<file path="src/rtl/alu_bist.sv">
// alu_bist: built-in self-test initiator for the AlicePU ALU. Walks a 17-entry
// golden-vector ROM and drives each vector onto the ALU. It checks out/zero/neg,
// then reports pass/fail, the fail count and the first failing index.
// Ports: clk, rst_n (async, active-low), start/abort control, busy/done/pass and
// fail_count/first_fail_idx status, and the alu_op/alu_in1/alu_in2/alu_shift_imm
// drive outputs. alu_out/alu_zero/alu_neg are the sampled ALU results.
// cap_out/cap_flags hold the first failing result.
// Optional: define ALU_BIST_CAPTURE_EN to build the first-failure capture
// registers. Without it, cap_out/cap_flags are tied to zero.

`ifndef ALU_OP_LEN
`define ALU_OP_LEN 5
`endif
`ifndef ALU_OP_NONE
`define ALU_OP_NONE 5'd0
`define ALU_OP_ADD  5'd1
`define ALU_OP_SUB  5'd2
`define ALU_OP_MUL  5'd3
`define ALU_OP_DIV  5'd4
`define ALU_OP_MOD  5'd5
`define ALU_OP_SLT  5'd6
`define ALU_OP_AND  5'd7
`define ALU_OP_OR   5'd8
`define ALU_OP_XOR  5'd9
`define ALU_OP_NOR  5'd10
`define ALU_OP_SLL  5'd11
`define ALU_OP_SLLV 5'd12
`define ALU_OP_SRL  5'd13
`define ALU_OP_SRLV 5'd14
`define ALU_OP_SRA  5'd15
`define ALU_OP_SRAV 5'd16
`endif

module alu_bist #(
  parameter int SETTLE_CYCLES = 1,
  parameter bit STOP_ON_FAIL  = 1'b0
) (
  input  logic                   clk,
  input  logic                   rst_n,
  input  logic                   start,
  input  logic                   abort,
  output logic                   busy,
  output logic                   done,
  output logic                   pass,
  output logic [4:0]             fail_count,
  output logic [4:0]             first_fail_idx,
  output logic [`ALU_OP_LEN-1:0] alu_op,
  output logic [31:0]            alu_in1,
  output logic [31:0]            alu_in2,
  output logic [4:0]             alu_shift_imm,
  input  logic [31:0]            alu_out,
  input  logic                   alu_zero,
  input  logic                   alu_neg,
  output logic [31:0]            cap_out,
  output logic [1:0]             cap_flags
);

  typedef enum logic [2:0] {S_IDLE, S_DRIVE, S_WAIT, S_CHECK, S_DONE} state_t;

  typedef struct packed {
    logic [`ALU_OP_LEN-1:0] op;
    logic [31:0]            in1;
    logic [31:0]            in2;
    logic [4:0]             sh;
    logic [31:0]            exp;
  } vec_t;

  localparam logic [4:0] LAST_IDX = 5'd16;
  localparam logic [4:0] NO_FAIL  = 5'h1F;

  // Golden vectors; in1 carries the shift amount for the variable shifts.
  function automatic vec_t rom(input logic [4:0] i);
    vec_t v;
    v = '0;
    case (i)
      5'd0:  v = '{`ALU_OP_ADD,  32'h1,        32'h2,        5'd0, 32'h3};
      5'd1:  v = '{`ALU_OP_ADD,  32'h7fffffff, 32'h1,        5'd0, 32'h80000000};
      5'd2:  v = '{`ALU_OP_SUB,  32'h2,        32'h2,        5'd0, 32'h0};
      5'd3:  v = '{`ALU_OP_MUL,  32'h2,        32'h3,        5'd0, 32'h6};
      5'd4:  v = '{`ALU_OP_DIV,  32'h7,        32'h3,        5'd0, 32'h2};
      5'd5:  v = '{`ALU_OP_MOD,  32'h7,        32'h3,        5'd0, 32'h1};
      5'd6:  v = '{`ALU_OP_SLT,  32'h1,        32'h2,        5'd0, 32'h1};
      5'd7:  v = '{`ALU_OP_AND,  32'h00ff00ff, 32'h0000ffff, 5'd0, 32'h000000ff};
      5'd8:  v = '{`ALU_OP_OR,   32'h00ff00ff, 32'h0000ffff, 5'd0, 32'h00ffffff};
      5'd9:  v = '{`ALU_OP_XOR,  32'h00ff00ff, 32'h0000ffff, 5'd0, 32'h00ffff00};
      5'd10: v = '{`ALU_OP_NOR,  32'h00ff00ff, 32'h0000ffff, 5'd0, 32'hff000000};
      5'd11: v = '{`ALU_OP_SLL,  32'h0,        32'h000ff000, 5'd4, 32'h00ff0000};
      5'd12: v = '{`ALU_OP_SLLV, 32'h8,        32'h000ff000, 5'd0, 32'h0ff00000};
      5'd13: v = '{`ALU_OP_SRL,  32'h0,        32'h000ff000, 5'd4, 32'h0000ff00};
      5'd14: v = '{`ALU_OP_SRLV, 32'h8,        32'h000ff000, 5'd0, 32'h00000ff0};
      5'd15: v = '{`ALU_OP_SRA,  32'h0,        32'hfffffff8, 5'd1, 32'hfffffffc};
      5'd16: v = '{`ALU_OP_SRAV, 32'h2,        32'hfffffff8, 5'd0, 32'hfffffffe};
      default: v = '0;
    endcase
    return v;
  endfunction

  state_t                 state_q, state_d;
  logic [4:0]             idx_q, idx_d;
  logic [3:0]             cnt_q, cnt_d;
  logic [4:0]             fail_count_q, fail_count_d;
  logic [4:0]             first_fail_idx_q, first_fail_idx_d;
  logic                   pass_q, pass_d;
  logic [`ALU_OP_LEN-1:0] alu_op_q, alu_op_d;
  logic [31:0]            alu_in1_q, alu_in1_d;
  logic [31:0]            alu_in2_q, alu_in2_d;
  logic [4:0]             alu_shift_imm_q, alu_shift_imm_d;

  vec_t cur;
  logic mismatch;
  logic run_clr;
  logic first_miss;

  // The drive registers hold ROM[idx_q] from WAIT through CHECK, so the ROM
  // entry used here matches what the ALU is currently computing.
  assign cur        = rom(idx_q);
  assign mismatch   = (alu_out != cur.exp) || (alu_zero != (cur.exp == 32'd0)) ||
                      (alu_neg != cur.exp[31]);
  assign run_clr    = (state_q == S_IDLE) && start && !abort;
  assign first_miss = (state_q == S_CHECK) && mismatch && (fail_count_q == 5'd0) && !abort;

  always_comb begin
    state_d          = state_q;
    idx_d            = idx_q;
    cnt_d            = cnt_q;
    fail_count_d     = fail_count_q;
    first_fail_idx_d = first_fail_idx_q;
    pass_d           = pass_q;
    alu_op_d         = alu_op_q;
    alu_in1_d        = alu_in1_q;
    alu_in2_d        = alu_in2_q;
    alu_shift_imm_d  = alu_shift_imm_q;
    case (state_q)
      S_IDLE: begin
        if (run_clr) begin
          fail_count_d     = 5'd0;
          first_fail_idx_d = NO_FAIL;
          pass_d           = 1'b0;
          idx_d            = 5'd0;
          state_d          = S_DRIVE;
        end
      end
      S_DRIVE: begin
        alu_op_d        = cur.op;
        alu_in1_d       = cur.in1;
        alu_in2_d       = cur.in2;
        alu_shift_imm_d = cur.sh;
        cnt_d           = 4'd0;
        state_d         = S_WAIT;
      end
      S_WAIT: begin
        if (cnt_q == 4'(SETTLE_CYCLES - 1)) state_d = S_CHECK;
        else                                cnt_d   = cnt_q + 4'd1;
      end
      S_CHECK: begin
        if (mismatch && (fail_count_q != 5'd31)) fail_count_d = fail_count_q + 5'd1;
        if (first_miss) first_fail_idx_d = idx_q;
        if ((idx_q == LAST_IDX) || (STOP_ON_FAIL && mismatch)) begin
          // Registered on entry to DONE so pass is valid alongside done.
          pass_d  = (fail_count_d == 5'd0);
          state_d = S_DONE;
        end else begin
          idx_d   = idx_q + 5'd1;
          state_d = S_DRIVE;
        end
      end
      S_DONE: begin
        alu_op_d        = `ALU_OP_NONE;
        alu_in1_d       = 32'd0;
        alu_in2_d       = 32'd0;
        alu_shift_imm_d = 5'd0;
        state_d         = S_IDLE;
      end
      default: state_d = S_IDLE;
    endcase
    // Abort overrides everything; the run's counters are left for inspection.
    if (abort) begin
      state_d         = S_IDLE;
      pass_d          = 1'b0;
      alu_op_d        = `ALU_OP_NONE;
      alu_in1_d       = 32'd0;
      alu_in2_d       = 32'd0;
      alu_shift_imm_d = 5'd0;
    end
  end

  always_ff @(posedge clk or negedge rst_n) begin
    if (!rst_n) begin
      state_q          <= S_IDLE;
      idx_q            <= 5'd0;
      cnt_q            <= 4'd0;
      fail_count_q     <= 5'd0;
      first_fail_idx_q <= NO_FAIL;
      pass_q           <= 1'b0;
      alu_op_q         <= `ALU_OP_NONE;
      alu_in1_q        <= 32'd0;
      alu_in2_q        <= 32'd0;
      alu_shift_imm_q  <= 5'd0;
    end else begin
      state_q          <= state_d;
      idx_q            <= idx_d;
      cnt_q            <= cnt_d;
      fail_count_q     <= fail_count_d;
      first_fail_idx_q <= first_fail_idx_d;
      pass_q           <= pass_d;
      alu_op_q         <= alu_op_d;
      alu_in1_q        <= alu_in1_d;
      alu_in2_q        <= alu_in2_d;
      alu_shift_imm_q  <= alu_shift_imm_d;
    end
  end

  assign busy           = (state_q != S_IDLE);
  assign done           = (state_q == S_DONE);
  assign pass           = pass_q;
  assign fail_count     = fail_count_q;
  assign first_fail_idx = first_fail_idx_q;
  assign alu_op         = alu_op_q;
  assign alu_in1        = alu_in1_q;
  assign alu_in2        = alu_in2_q;
  assign alu_shift_imm  = alu_shift_imm_q;

`ifdef ALU_BIST_CAPTURE_EN
  logic [31:0] cap_out_q, cap_out_d;
  logic [1:0]  cap_flags_q, cap_flags_d;

  always_comb begin
    cap_out_d   = cap_out_q;
    cap_flags_d = cap_flags_q;
    if (run_clr) begin
      cap_out_d   = 32'd0;
      cap_flags_d = 2'b00;
    end else if (first_miss) begin
      cap_out_d   = alu_out;
      cap_flags_d = {alu_zero, alu_neg};
    end
  end

  always_ff @(posedge clk or negedge rst_n) begin
    if (!rst_n) begin
      cap_out_q   <= 32'd0;
      cap_flags_q <= 2'b00;
    end else begin
      cap_out_q   <= cap_out_d;
      cap_flags_q <= cap_flags_d;
    end
  end

  assign cap_out   = cap_out_q;
  assign cap_flags = cap_flags_q;
`else
  assign cap_out   = 32'd0;
  assign cap_flags = 2'b00;
`endif

endmodule

</file>
<file path="config.mk">
export PLATFORM = sky130hd
export DESIGN_NAME = alu_bist
export DESIGN_NICKNAME = d
export VERILOG_FILES = /design/src/rtl/alu_bist.sv
export SDC_FILE = /design/constraint.sdc
export NUM_CORES = 1
export LEC_CHECK = 0
export CAP_MARGIN = 25
export CORE_AREA = 2 2 92 94
export CTS_BUF_LIST = sky130_fd_sc_hd__clkbuf_8
export CTS_CLUSTER_DIAMETER = 120
export DETAILED_ROUTE_END_ITERATION = 7
export DIE_AREA = 0 0 94 96
export PLACE_DENSITY = 0.93
export RECOVER_POWER = 50
export SLEW_MARGIN = 20
export SYNTH_ARGS = -nofsm -noshare
export SYNTH_HDL_FRONTEND = slang
export SYNTH_SLANG_ARGS = --single-unit
</file>
<file path="constraint.sdc">
create_clock -name clk -period 6.6 [get_ports clk]
set_input_delay 1.65 -clock clk [delete_from_list [all_inputs] [get_ports clk]]
set_output_delay 1.65 -clock clk [all_outputs]
set_load 0.005 [all_outputs]
</file>
==> summary.md <==
| Metric | Value |
|---|---|
| Outcome | `finished clean` |
| Static Leak | `between 2 and 2.5 nW` |
| H-Tree Level Count | `2` |
| Nets | `around 560` |
| Layout cells sized above 1 | `0.03762` |
| Die Y | `96 microns` |
| Synth-to-Final Area Change | `23.00%` |
| Resize count post-CTS | `0` |
| Sum of negative setup slack | `0 ns` |
| GPL Wtd Cong | `just over 0.9` |
| Max cap viols | `0` |
| Min Tclk post-route | `about 4 ns` |
| Drt total wl | `9307 microns` |
| ANT cells | `0` |
| IO buf count | `120` |
| Min setup slack post-route | `~2.7 ns` |
| # DRC | `0` |
| Hold Slack | `~0.48 ns` |
| Crit path max fanout | `13` |
| Top cells by count, synth | `buf_4, dfrtp_1, nand2_1, a21oi_1, nor2_1` |
| Largest net degree at the start of global routing | `44` |
| Maximum clock frequency | `~0.26 GHz` |
| Synth Flop Type | `dfrtp_1` |
| GRT Total Usage | `0.1938` |
| Ys async rst share | `1.000` |
| HP Start | `alu_shift_imm[0]` |
| Clock edge transition at the registers on the reported setup and hold paths | `0.08 ns` |
| Initial antenna violation count | `0` |
| Drt wl/cell | `15.26 microns` |
| CTS tree | `built` |
| Rel. slew slack | `0.1764` |
| Vias | `roughly 3500` |
| Mapped Area | `about 3800 sq um` |
| Sink Count | `43` |
| Placed cell areas | `~4500 sq um` |
| Cell area after layout | `about 4600 sq um` |
| Worst-case clock buffer depth | `2` |
| CTS buffer count | `5` |
| Die area | `roughly 9000 sq um` |
| Clk_skew | `~0.0048 ns` |
| Crit path capture type | `register` |
| Area leader, netlist | `dfrtp_1` |
| DP HPWL | `between 6000 and 7000 microns` |
| CP Launch Point | `alu_out[8]` |
| Worst Hold Class | `register to register` |
| Vias in the first global route | `3128` |
| Core Area | `around 8100 sq um` |
| CP arrival | `slightly above 4 ns` |
| Post-CTS setup buffers | `0` |
| Effective utilization at floorplan | `0.4662` |
| Setup Viol. Count Final | `0` |
| First-pass GRT wire length | `around 14000 microns` |
| Register area share after synthesis | `0.2883` |
| RSZ-0062 raised after global routing | `false` |
| Post-synth EDFFs | `0` |
| Final Cycle Share | `0.5886` |
| DR iter-0 viols | `331` |
| Most frequent cell after synthesis | `buf_4` |
| Detailed-route vias per instance | `about 5.7` |
| Total congestion overflow | `0` |
| Startpoint Class | `input port` |
| Ports | `around 160` |
| CTS Root Cell | `clkbuf_8` |
| Cts hold-fix bufs | `0` |
| Mean Syn Cell Area | `between 8 and 9 sq um` |
| Drt pass-1 iters | `5` |
| Flop and latch count out of synthesis | `43` |
| Row count | `33` |
| Final Max Slew Viols | `0` |
| Setup CP Type | `input port to register` |
| Setup Slack @ Placement | `about 2.4 ns` |
| Yosys cell types | `60` |
| Worst slew pin tran | `1.235 ns` |
| Top cell type's share of synthesized area | `0.2533` |
| Final Core Density | `0.5734` |
| RR Startpoint | `idx_q[2]` |
| Die width | `~94 microns` |
| CP Data Required Time | `slightly below 7 ns` |
| Worst IR Drop VDD | `105.6 uV` |
| Synth top area cells | `dfrtp_1, buf_4, ha_1, dfstp_2, nand2_1` |
| Warnings, synthesis | `0` |
| Clk Latency, worst-skew pair | `approximately 0.30 ns` |
| Post-DRT Antenna Nets | `0` |
| Pwr/cell area | `210.2 nW/um^2` |
| Mapped Cells | `about 450` |
| Final-report hold violation count | `0` |
-- worst paths after layout --
check	cells past startpoint	to	slack, ns
setup reg to reg	9	fail_count[2]	2.85
hold reg to reg	2	alu_shift_imm[0]	0.48
hold / removal	2	alu_shift_imm[0]	0.48
min in group asynchronous	1	fail_count[2]	1.53
max in group asynchronous	2	alu_in2[2]	3.40
setup / recovery	7	fail_count[2]	2.72
-- registers in the layout (all words and copies together) (netlist names) --
register	flops
alu_in1	6
alu_in2	7
alu_op	5
alu_shift_imm	2
cnt_q	4
fail_count	5
first_fail_idx	5
idx_q	5
pass	1
state_q	3
-- cell type report --
type / count / area [sq um]
Clock buffer: 5 / 68.82
Tap cell: 105 / 131.4
Fill cell: 704 / 3435
Clock inverter: 3 / 63.81
Sequential cell: 43 / 1082
Timing Repair Buffer: 124 / 1214
Inverter: 14 / 52.55
Multi-Input combinational cell: 316 / 2004
-- report_power, final --
group | switching, mW | total (mW) | internal (mW)
clock | 0.0902 | 0.240 | 0.150
combinational | 0.195 | 0.382 | 0.187
sequential | 0.0546 | 0.349 | 0.294
-- metal layers --
metal  wire length, microns  vias up  track usage
met1                   3626     1654       0.2341
met2                   4821      178       0.3458
met5                      0        -            0
met3                    691       19      0.04072
met4                    168        0      0.06159
li1                       -     1600            -
-- stage by stage --
step / total power [mW] / instances
5_1_grt: 1.026 / 610
6_report: 0.9706 / 610
3_5_place_dp: 0.7323 / 601
2_1_floorplan: 0.6014 / 484
3_3_place_gp: 0.7148 / 601
4_1_cts: 0.9718 / 609
-- critical path, cell delays in order --
cell and delay (ns):
clkdlybuf4s50_1 0.42, or4_1 0.53, mux2i_1 0.16, nand4_1 0.13, a2111o_1 0.58, or2_1 0.41, a21o_1 0.19
-- cells in the final DEF (no fill, tap or decap), types with 4 or more instances in the layout --
| master | synthesis | routed |
|---|---|---|
| nand2b_1 | 6 | 6 |
| o31ai_1 | 10 | 10 |
| clkbuf_1 | 16 | 4 |
| dfrtp_1 | 38 | 38 |
| nand2_1 | 31 | 31 |
| mux2i_1 | 11 | 11 |
| nor3_1 | 20 | 20 |
| or4_1 | 7 | 7 |
| o211ai_1 | 4 | 4 |
| nor4bb_1 | 4 | 4 |
| a21o_1 | 6 | 6 |
| a21oi_1 | 23 | 23 |
| o21ai_0 | 11 | 11 |
| xor2_1 | 5 | 5 |
| nand4_1 | 10 | 10 |
| and3_1 | 5 | 5 |
| nor2b_1 | 4 | 4 |
| nor4_1 | 6 | 6 |
| o21bai_1 | 6 | 6 |
| nand3_1 | 12 | 12 |
| ha_1 | 15 | 15 |
| a22o_1 | 6 | 6 |
| a211oi_1 | 4 | 4 |
| or3_1 | 6 | 6 |
| inv_1 | 14 | 15 |
| dlygate4sd3_1 | 0 | 26 |
| clkbuf_8 | 0 | 5 |
| conb_1 | 1 | 38 |
| nor2_1 | 21 | 21 |
| clkdlybuf4s50_1 | 0 | 93 |
| dfstp_2 | 5 | 5 |
-- cells by family (layout without fill, tap and decap cells) --
kind of cell             after synthesis  after routing  share of synthesized area
adder cells (fa/ha/maj)               15             15                    0.05000
other                                  1             38                  0.0009990
flip-flops                            43             43                     0.2883
AND/OR/NAND/NOR                      153            153                     0.2283
AO/OA/AOI/OAI                         89             89                     0.1637
XOR/XNOR                               8              8                    0.01867
multiplexers                          13             13                    0.03533
buffers and inverters                125            146                     0.2147
Note: power is estimated with default switching activity, not from simulation.
